File: src/rtl/dmemu_wr_pkg.sv
// Shared encodings for the store-side data memory unit: store widths,
// strobe width, FSM states and the timeout counter sizing rule.
package dmemu_wr_pkg;

    localparam logic [2:0] FUNCT3_SB = 3'b000;
    localparam logic [2:0] FUNCT3_SH = 3'b001;
    localparam logic [2:0] FUNCT3_SW = 3'b010;

    localparam int STRB_W = 4;

    typedef enum logic {
        IDLE = 1'b0,
        BUSY = 1'b1
    } state_t;

    // A zero timeout still needs a one-bit counter so the port widths stay legal.
    function automatic int cnt_width(input int timeout_cycles);
        return (timeout_cycles < 1) ? 1 : $clog2(timeout_cycles + 1);
    endfunction

endpackage

File: src/rtl/dmemu_wr_align.sv
// Store lane alignment: turns width, byte offset and rs2 into write strobes,
// replicated lane data and the alignment/legality flags.
module dmemu_wr_align
    import dmemu_wr_pkg::*;
(
    input  logic [2:0]        funct3,
    input  logic [1:0]        off,
    input  logic [31:0]       data,
    output logic [STRB_W-1:0] strb,
    output logic [31:0]       lane_data,
    output logic              misalign,
    output logic              legal
);

    always_comb begin
        strb      = '0;
        lane_data = '0;
        misalign  = 1'b0;
        legal     = 1'b0;
        case (funct3)
            FUNCT3_SB: begin
                legal     = 1'b1;
                strb      = 4'b0001 << off;
                lane_data = {4{data[7:0]}};
            end
            FUNCT3_SH: begin
                legal     = 1'b1;
                misalign  = off[0];
                strb      = off[1] ? 4'b1100 : 4'b0011;
                lane_data = {2{data[15:0]}};
            end
            FUNCT3_SW: begin
                legal     = 1'b1;
                misalign  = |off;
                strb      = 4'b1111;
                lane_data = data;
            end
            default: ;
        endcase
    end

endmodule

File: src/rtl/dmemu_wr.sv
// MEM-stage store unit: registers an aligned store onto the dmem write port
// and holds it with a req/ack handshake, flagging misaligned stores and timeouts.
module dmemu_wr
    import dmemu_wr_pkg::*;
#(
    parameter int TIMEOUT_CYCLES = 16
) (
    input  logic              i_clk,
    input  logic              i_rst,
    input  logic              i_valid,
    input  logic              i_is_store,
    input  logic [2:0]        i_funct3,
    input  logic [31:0]       i_dmem_addr,
    input  logic [31:0]       i_store_data,
    output logic              o_ready,
    output logic              o_stall,
    output logic              o_misalign,
    output logic [31:0]       o_misalign_addr,
    output logic              o_bus_err,
    output logic              o_dmem_wr_req,
    output logic [31:0]       o_dmem_wr_addr,
    output logic [31:0]       o_dmem_wr_data,
    output logic [STRB_W-1:0] o_dmem_wr_strb,
    input  logic              i_dmem_wr_ack
);

    localparam int CNT_W = cnt_width(TIMEOUT_CYCLES);
    localparam logic [CNT_W-1:0] CNT_LAST =
        (TIMEOUT_CYCLES == 0) ? '0 : CNT_W'(TIMEOUT_CYCLES - 1);

    state_t             state;
    logic [CNT_W-1:0]   cnt;
    logic [STRB_W-1:0]  al_strb;
    logic [31:0]        al_data;
    logic               al_misalign;
    logic               al_legal;
    logic               store;
    logic               acc;
    logic               mis_drop;
    logic               timeout;

    dmemu_wr_align u_align (
        .funct3    (i_funct3),
        .off       (i_dmem_addr[1:0]),
        .data      (i_store_data),
        .strb      (al_strb),
        .lane_data (al_data),
        .misalign  (al_misalign),
        .legal     (al_legal)
    );

    // An ack frees the port in the same cycle, which is what allows back-to-back stores.
    assign o_ready  = (state == IDLE) | i_dmem_wr_ack;
    assign o_stall  = i_valid & i_is_store & ~o_ready;
    assign store    = i_valid & i_is_store & al_legal;
    assign acc      = store & ~al_misalign & o_ready;
    assign mis_drop = store & al_misalign & o_ready;
    assign timeout  = (TIMEOUT_CYCLES != 0) && (cnt == CNT_LAST);

    always_ff @(posedge i_clk or posedge i_rst) begin
        if (i_rst) begin
            state           <= IDLE;
            cnt             <= '0;
            o_dmem_wr_req   <= 1'b0;
            o_dmem_wr_addr  <= '0;
            o_dmem_wr_data  <= '0;
            o_dmem_wr_strb  <= '0;
            o_misalign      <= 1'b0;
            o_misalign_addr <= '0;
            o_bus_err       <= 1'b0;
        end else begin
            o_misalign <= mis_drop;
            o_bus_err  <= 1'b0;
            if (mis_drop) begin
                o_misalign_addr <= i_dmem_addr;
            end

            // acc in BUSY implies ack, so a new load also retires the current request.
            if (acc) begin
                state          <= BUSY;
                cnt            <= '0;
                o_dmem_wr_req  <= 1'b1;
                o_dmem_wr_addr <= {i_dmem_addr[31:2], 2'b00};
                o_dmem_wr_data <= al_data;
                o_dmem_wr_strb <= al_strb;
            end else if (state == BUSY) begin
                if (i_dmem_wr_ack) begin
                    state         <= IDLE;
                    o_dmem_wr_req <= 1'b0;
                end else if (timeout) begin
                    state         <= IDLE;
                    o_dmem_wr_req <= 1'b0;
                    o_bus_err     <= 1'b1;
                end else if (cnt != '1) begin
                    cnt <= cnt + 1'b1;
                end
            end
        end
    end

endmodule

File: config.mk
export PLATFORM = sky130hd
export DESIGN_NAME = dmemu_wr
export DESIGN_NICKNAME = d
export VERILOG_FILES = /design/src/rtl/dmemu_wr_pkg.sv /design/src/rtl/dmemu_wr_align.sv /design/src/rtl/dmemu_wr.sv
export SDC_FILE = /design/constraint.sdc
export NUM_CORES = 1
export LEC_CHECK = 0
export CAP_MARGIN = 20
export CORE_ASPECT_RATIO = 0.9
export CORE_MARGIN = 2
export CORE_UTILIZATION = 48
export CTS_CLUSTER_DIAMETER = 100
export DETAILED_ROUTE_END_ITERATION = 7
export GPL_TIMING_DRIVEN = 0
export HOLD_SLACK_MARGIN = 0.15
export PLACE_DENSITY = 0.86
export RECOVER_POWER = 25
export SETUP_SLACK_MARGIN = 0.3
export SLEW_MARGIN = 30
export SYNTH_ARGS = -nofsm -noshare
export SYNTH_HDL_FRONTEND = slang
export SYNTH_SLANG_ARGS = --single-unit
File: constraint.sdc
create_clock -name i_clk -period 8.37 [get_ports i_clk]
set_clock_uncertainty 0.15 [all_clocks]
set_input_delay 1.2555 -clock i_clk [delete_from_list [all_inputs] [get_ports i_clk]]
set_output_delay 1.2555 -clock i_clk [all_outputs]
set_load 0.005 [all_outputs]
* Word-level counts from Yosys, hierarchy flattened
Cells that the tools add are included.
** Word-level totals
- Bits in registers :: 107
- Bits of input ports :: 72
- Logic and storage cells :: 58
- Output and inout port bits :: 105
** Operators by class
- Muxes and demuxes :: 22
- Bitwise logic cells :: 11
- Shift operators :: 1
- Equality and inequality tests :: 6
- Add/subtract/negate cells :: 1
- Reductions and logical operators :: 8
** Operators with widths (number)
- one-hot mux 32 bit (3 select lines) :: 1
- 2-to-1 mux 5 bit :: 5
- 2-to-1 mux 1 bit :: 13
- one-hot mux 4 bit (3 select lines) :: 1
- AND 1 bit :: 7
- adder 5 x 1 -> 5 bit (second input constant) :: 1
- equality test 5 x 4 -> 1 bit (second input constant) :: 1
- != test 5 bit (second input constant) :: 1
- 2-to-1 mux 4 bit :: 1
- AND reduction 4 bit :: 1
- nonzero test 2 bit :: 2
- left shift 1 x 2 -> 4 bit (first input constant) :: 1
- equality test 3 x 1 -> 1 bit (second input constant) :: 1
- equality test 3 x 2 -> 1 bit (second input constant) :: 1
- zero test 3 bit :: 1
- NOT 1 bit :: 3
- nonzero test 3 bit :: 1
- OR reduction 3 bit :: 1
- != test 2 x 1 -> 1 bit (second input constant) :: 1
- != test 2 bit (second input constant) :: 1
- one-hot mux 1 bit (2 select lines) :: 1
- AND reduction 2 bit :: 1
- OR reduction 2 bit :: 1
- bitwise OR 1 bit :: 1

* Depth between registers and ports, before layout
- Depth after elaboration :: 8
- Mapped depth :: 7

* Modules after synthesis
Synthesis repeated with hierarchy kept, for this count alone.
** Unflattened totals
- Cells, all modules :: 354
- Area, all modules :: 4653.2 sq um
** Modules (own cells, without submodules)
- dmemu_wr :: cells each 253, sequential area each 2677.6 sq um, instances 1, area each 4098.9 sq um
- dmemu_wr_align :: cells each 101, sequential area each 0.0 sq um, instances 1, area each 554.3 sq um

* Worst setup path after synthesis
Ideal clock, no wire load.
- Path kind :: input -> output
- Start point :: input i_dmem_wr_ack
- End point :: output o_stall
- Arrival :: 1.585 ns
- Path slack :: 5.379 ns
- Cell stages on the path :: 2
- Cell sequence :: nand2b_1 > nor2_1
** Between the ends
- Word-level cells in the longest chain between the ends :: 3
** Ends and longest elaborated chain
- start: declaration :: line dmemu_wr.sv:24 : input logic i_dmem_wr_ack
- bitwise OR 1 bit :: line dmemu_wr.sv:53 : assign o_ready = (state == IDLE) | i_dmem_wr_ack;
- NOT 1 bit :: line dmemu_wr.sv:54 : assign o_stall = i_valid & i_is_store & ~o_ready;
- AND 1 bit :: line dmemu_wr.sv:54
- end: declaration :: line dmemu_wr.sv:16 : output logic o_stall,
No other way between the ends.

* Worst setup path in the final report
Same ends and word-level chain as after synthesis.

==> key figures <==
Worst setup path
  • Worst r2r src: cnt[0]
  • Reg-to-reg endpoint: cnt[3]
  • Critical path peak fanout: 5
  • Critical Path, Cell by Cell: dlygate4sd3_1 -> nand2b_1 -> nor2_1 -> clkdlybuf4s50_1
  • Data arrival, critical path: 2.70 ns
  • Critical path's slowest cell: dlygate4sd3_1
  • WS Path Type: in2out
  • Register-to-register setup slack: 5.98 ns
  • Reg2reg path depth: 7
  • CP startpoint kind: input port
  • Critical Path RT: 6.96 ns
  • Nature of the critical path endpoint: primary output
  • CP max stage delay: 0.58 ns

Synthesis
  • Synth cell types: 33
  • Post-Syn Area: 4680 sq um
  • Synthesized flop and latch total: 107
  • Post-Synthesis Cells: 338
  • Register area share after synthesis: 0.572
  • Synth async-reset ratio: 1.00
  • Warnings from Yosys: 0
  • Primary FF master, synth: dfrtp_1
  • Post-Syn Area per Cell: 13.8 sq um
  • Post-synth EDFFs: 0

Finish
  • Area delta synth->final: 45.1%
  • N_diodes: 0
  • Final Util: 0.709
  • Area of the multi-input gates: 1810 sq um
  • Fin cells: 655
  • Leading cell type in the layout, fill and taps excluded: clkdlybuf4s50_1
  • Register area: 2680 sq um
  • FILL cells: 706
  • Final nets: 599
  • Share of layout cells above drive strength 1: 0.225
  • Commonest non-fill, non-tap cells in the layout: clkdlybuf4s50_1, dfrtp_1, mux2_2

Power
  • Psw: 0.406 mW
  • Leakage power: 3.05 nW
  • Sw Share: 0.263
  • Power density cells: 228 nW/um^2
  • Peak supply drop: 130 uV
  • Internal Power: 1.14 mW
  • Combinational share of power: 0.339
  • Clk network pwr share: 0.193
  • Sequential power share: 0.468

STA
  • Max Slew Vio Count: 47
  • Setup TNS: 0 ns
  • RSZ-0062 raised after global routing: no
  • Min Tclk post-route: 4.11 ns
  • Slew headroom: -0.417
  • FMAX: 243 MHz
  • Endpoints failing setup: 0
  • Worst hold-check slack: 0.348 ns
  • Tcrit/Tclk final: 0.491
  • Final Hold Fails: 0
  • Worst-margin pin slew: 2.11 ns

Clock network
  • Post-CTS Setup Inserts: 0
  • H-tree Lvls: 3
  • Post-CTS sizing: 0
  • Clk_lat worst skew: 0.35 ns
  • Hold Buf Count CTS: 0
  • Clock-pin slew on the worst setup and hold paths: 0.09 ns
  • TritonCTS Sinks: 107
  • Root Driver: clkbuf_8
  • Clock Tree Buf Depth: 2
  • TritonCTS Buffers: 9
  • CTS tree: yes

Route
  • DRT Pass-1 Iters: 6
  • Iter 0 DRT Violations: 163
  • DR DRC count: 0
  • Vias: 3330
  • Routed wire per std cell: 17.6 um
  • DRT Wirelength: 11500 um
  • Vias per inst: 5.08
  • Routed Antenna Nets: 0

Worst hold path
  • Worst Hold Class: reg2reg
  • Hold path depth: 1
  • Hold endpoint: o_dmem_wr_req
  • Min-Delay Startpoint: o_dmem_wr_req

Place
  • Placed insts: 639
  • Detail Placement HPWL: 8960 um
  • IO buf count: 173
  • RePlAce Congestion: 0.813

Global route
  • Initial antenna violation count: 0
  • First-pass GRT wire length: 18600 um
  • Number of global-route vias before repair: 3593
  • GR Overflow Total: 0
  • Total track usage: 0.227
  • Largest net degree at the start of global routing: 62

Status
  • Failing checks: max-capacitance violations, max-slew violations
  • Status: complete, but fails checks

Floorplan
  • Number of placement rows: 34
  • Core Region: 9570 sq um
  • Die Width: 108 um
  • IO Pins: 177
  • Starting Density: 0.489
  • Die footprint: 10600 sq um
  • Die height: 97.6 um

Flow run
  • Maxcap violations: 1
[state kept, by name, summed over array words and instances, names as in the netlist]
signal	count
o_dmem_wr_data	32
o_misalign_addr	32
o_dmem_wr_addr	30
cnt	5
o_dmem_wr_strb	4
o_bus_err	1
o_dmem_wr_req	1
o_misalign	1
state	1
[Yosys cell counts (all sizes together), types with 3 or more instances]
master / count / area [sq um]
dfrtp: 107 / 2680
mux2: 81 / 1020
nor2: 18 / 75.1
a21oi: 17 / 85.1
buf: 17 / 124
mux2i: 17 / 170
inv: 12 / 45.0
nor2b: 11 / 68.8
o21ai: 11 / 55.1
a21o: 9 / 67.6
o41ai: 8 / 70.1
clkbuf: 6 / 22.5
ha: 3 / 37.5
nand2: 3 / 11.3
nand2b: 3 / 18.8
[cells by family (layout without fill, tap and decap cells)]
family | count (synthesis) | in the layout | share of synthesized area
simple gates | 40 | 40 | 0.0471
other cells | 1 | 2 | 0.000802
mux | 98 | 98 | 0.255
compound gates | 51 | 51 | 0.0704
buf+inv | 35 | 225 | 0.0409
fa+ha+maj | 3 | 3 | 0.00803
flops | 107 | 107 | 0.572
xor+xnor | 3 | 3 | 0.00562
[power by group through the flow]
| stage | combinational (mW) | sequential, mW | clock (mW) |
|---|---|---|---|
| detailed placement | 0.529 | 0.733 | 0 |
| CTS | 0.532 | 0.723 | 0.308 |
| global route | 0.562 | 0.739 | 0.331 |
| global placement | 0.509 | 0.723 | 0 |
| floorplan | 0.177 | 0.734 | 0 |
| finish | 0.524 | 0.722 | 0.298 |
[worst max-delay path by stage]
| stage | slack [ns] | endpoint | start |
|---|---|---|---|
| after floorplan | 4.15 | cnt[0] | i_rst |
| after global placement | 2.75 | o_dmem_wr_data[2] | i_rst |
| after detailed placement | 4.38 | o_stall | i_dmem_wr_ack |
| after CTS | 4.37 | o_stall | i_dmem_wr_ack |
| after global routing | 4.19 | o_stall | i_dmem_wr_ack |
| final | 4.26 | o_stall | i_dmem_wr_ack |
[critical path, delay by kind of cell]
kind	cells	cell delay, ns
AND/OR/NAND/NOR	2	0.36
buffers and inverters	2	1.09
[stage by stage]
stage	power, mW	worst slack (ns)	cell area, sq um
2_1_floorplan	0.911	4.15	4680
3_3_place_gp	1.23	2.75	6570
3_5_place_dp	1.26	4.38	6600
4_1_cts	1.56	4.37	6790
5_1_grt	1.63	4.19	6790
6_report	1.54	4.26	6790
[cell type report]
| cell class | count | area share |
|---|---|---|
| Timing Repair Buffer | 174 | 0.259 |
| Sequential cell | 107 | 0.395 |
| Buffer | 23 | 0.0216 |
| Inverter | 12 | 0.00682 |
| Multi-Input combinational cell | 197 | 0.267 |
| Clock inverter | 5 | 0.00516 |
| Clock buffer | 11 | 0.0223 |
| Tap cell | 126 | 0.0232 |
[layer usage]
metal  up-vias  wire (um)  global-route usage
met5         -          0                   0
li1       1551          -                   -
met4         0        141              0.0523
met2       120       5770               0.381
met3        13        875              0.0711
met1      1646       4720               0.289
No activity file was read; power rests on OpenSTA's default activity.
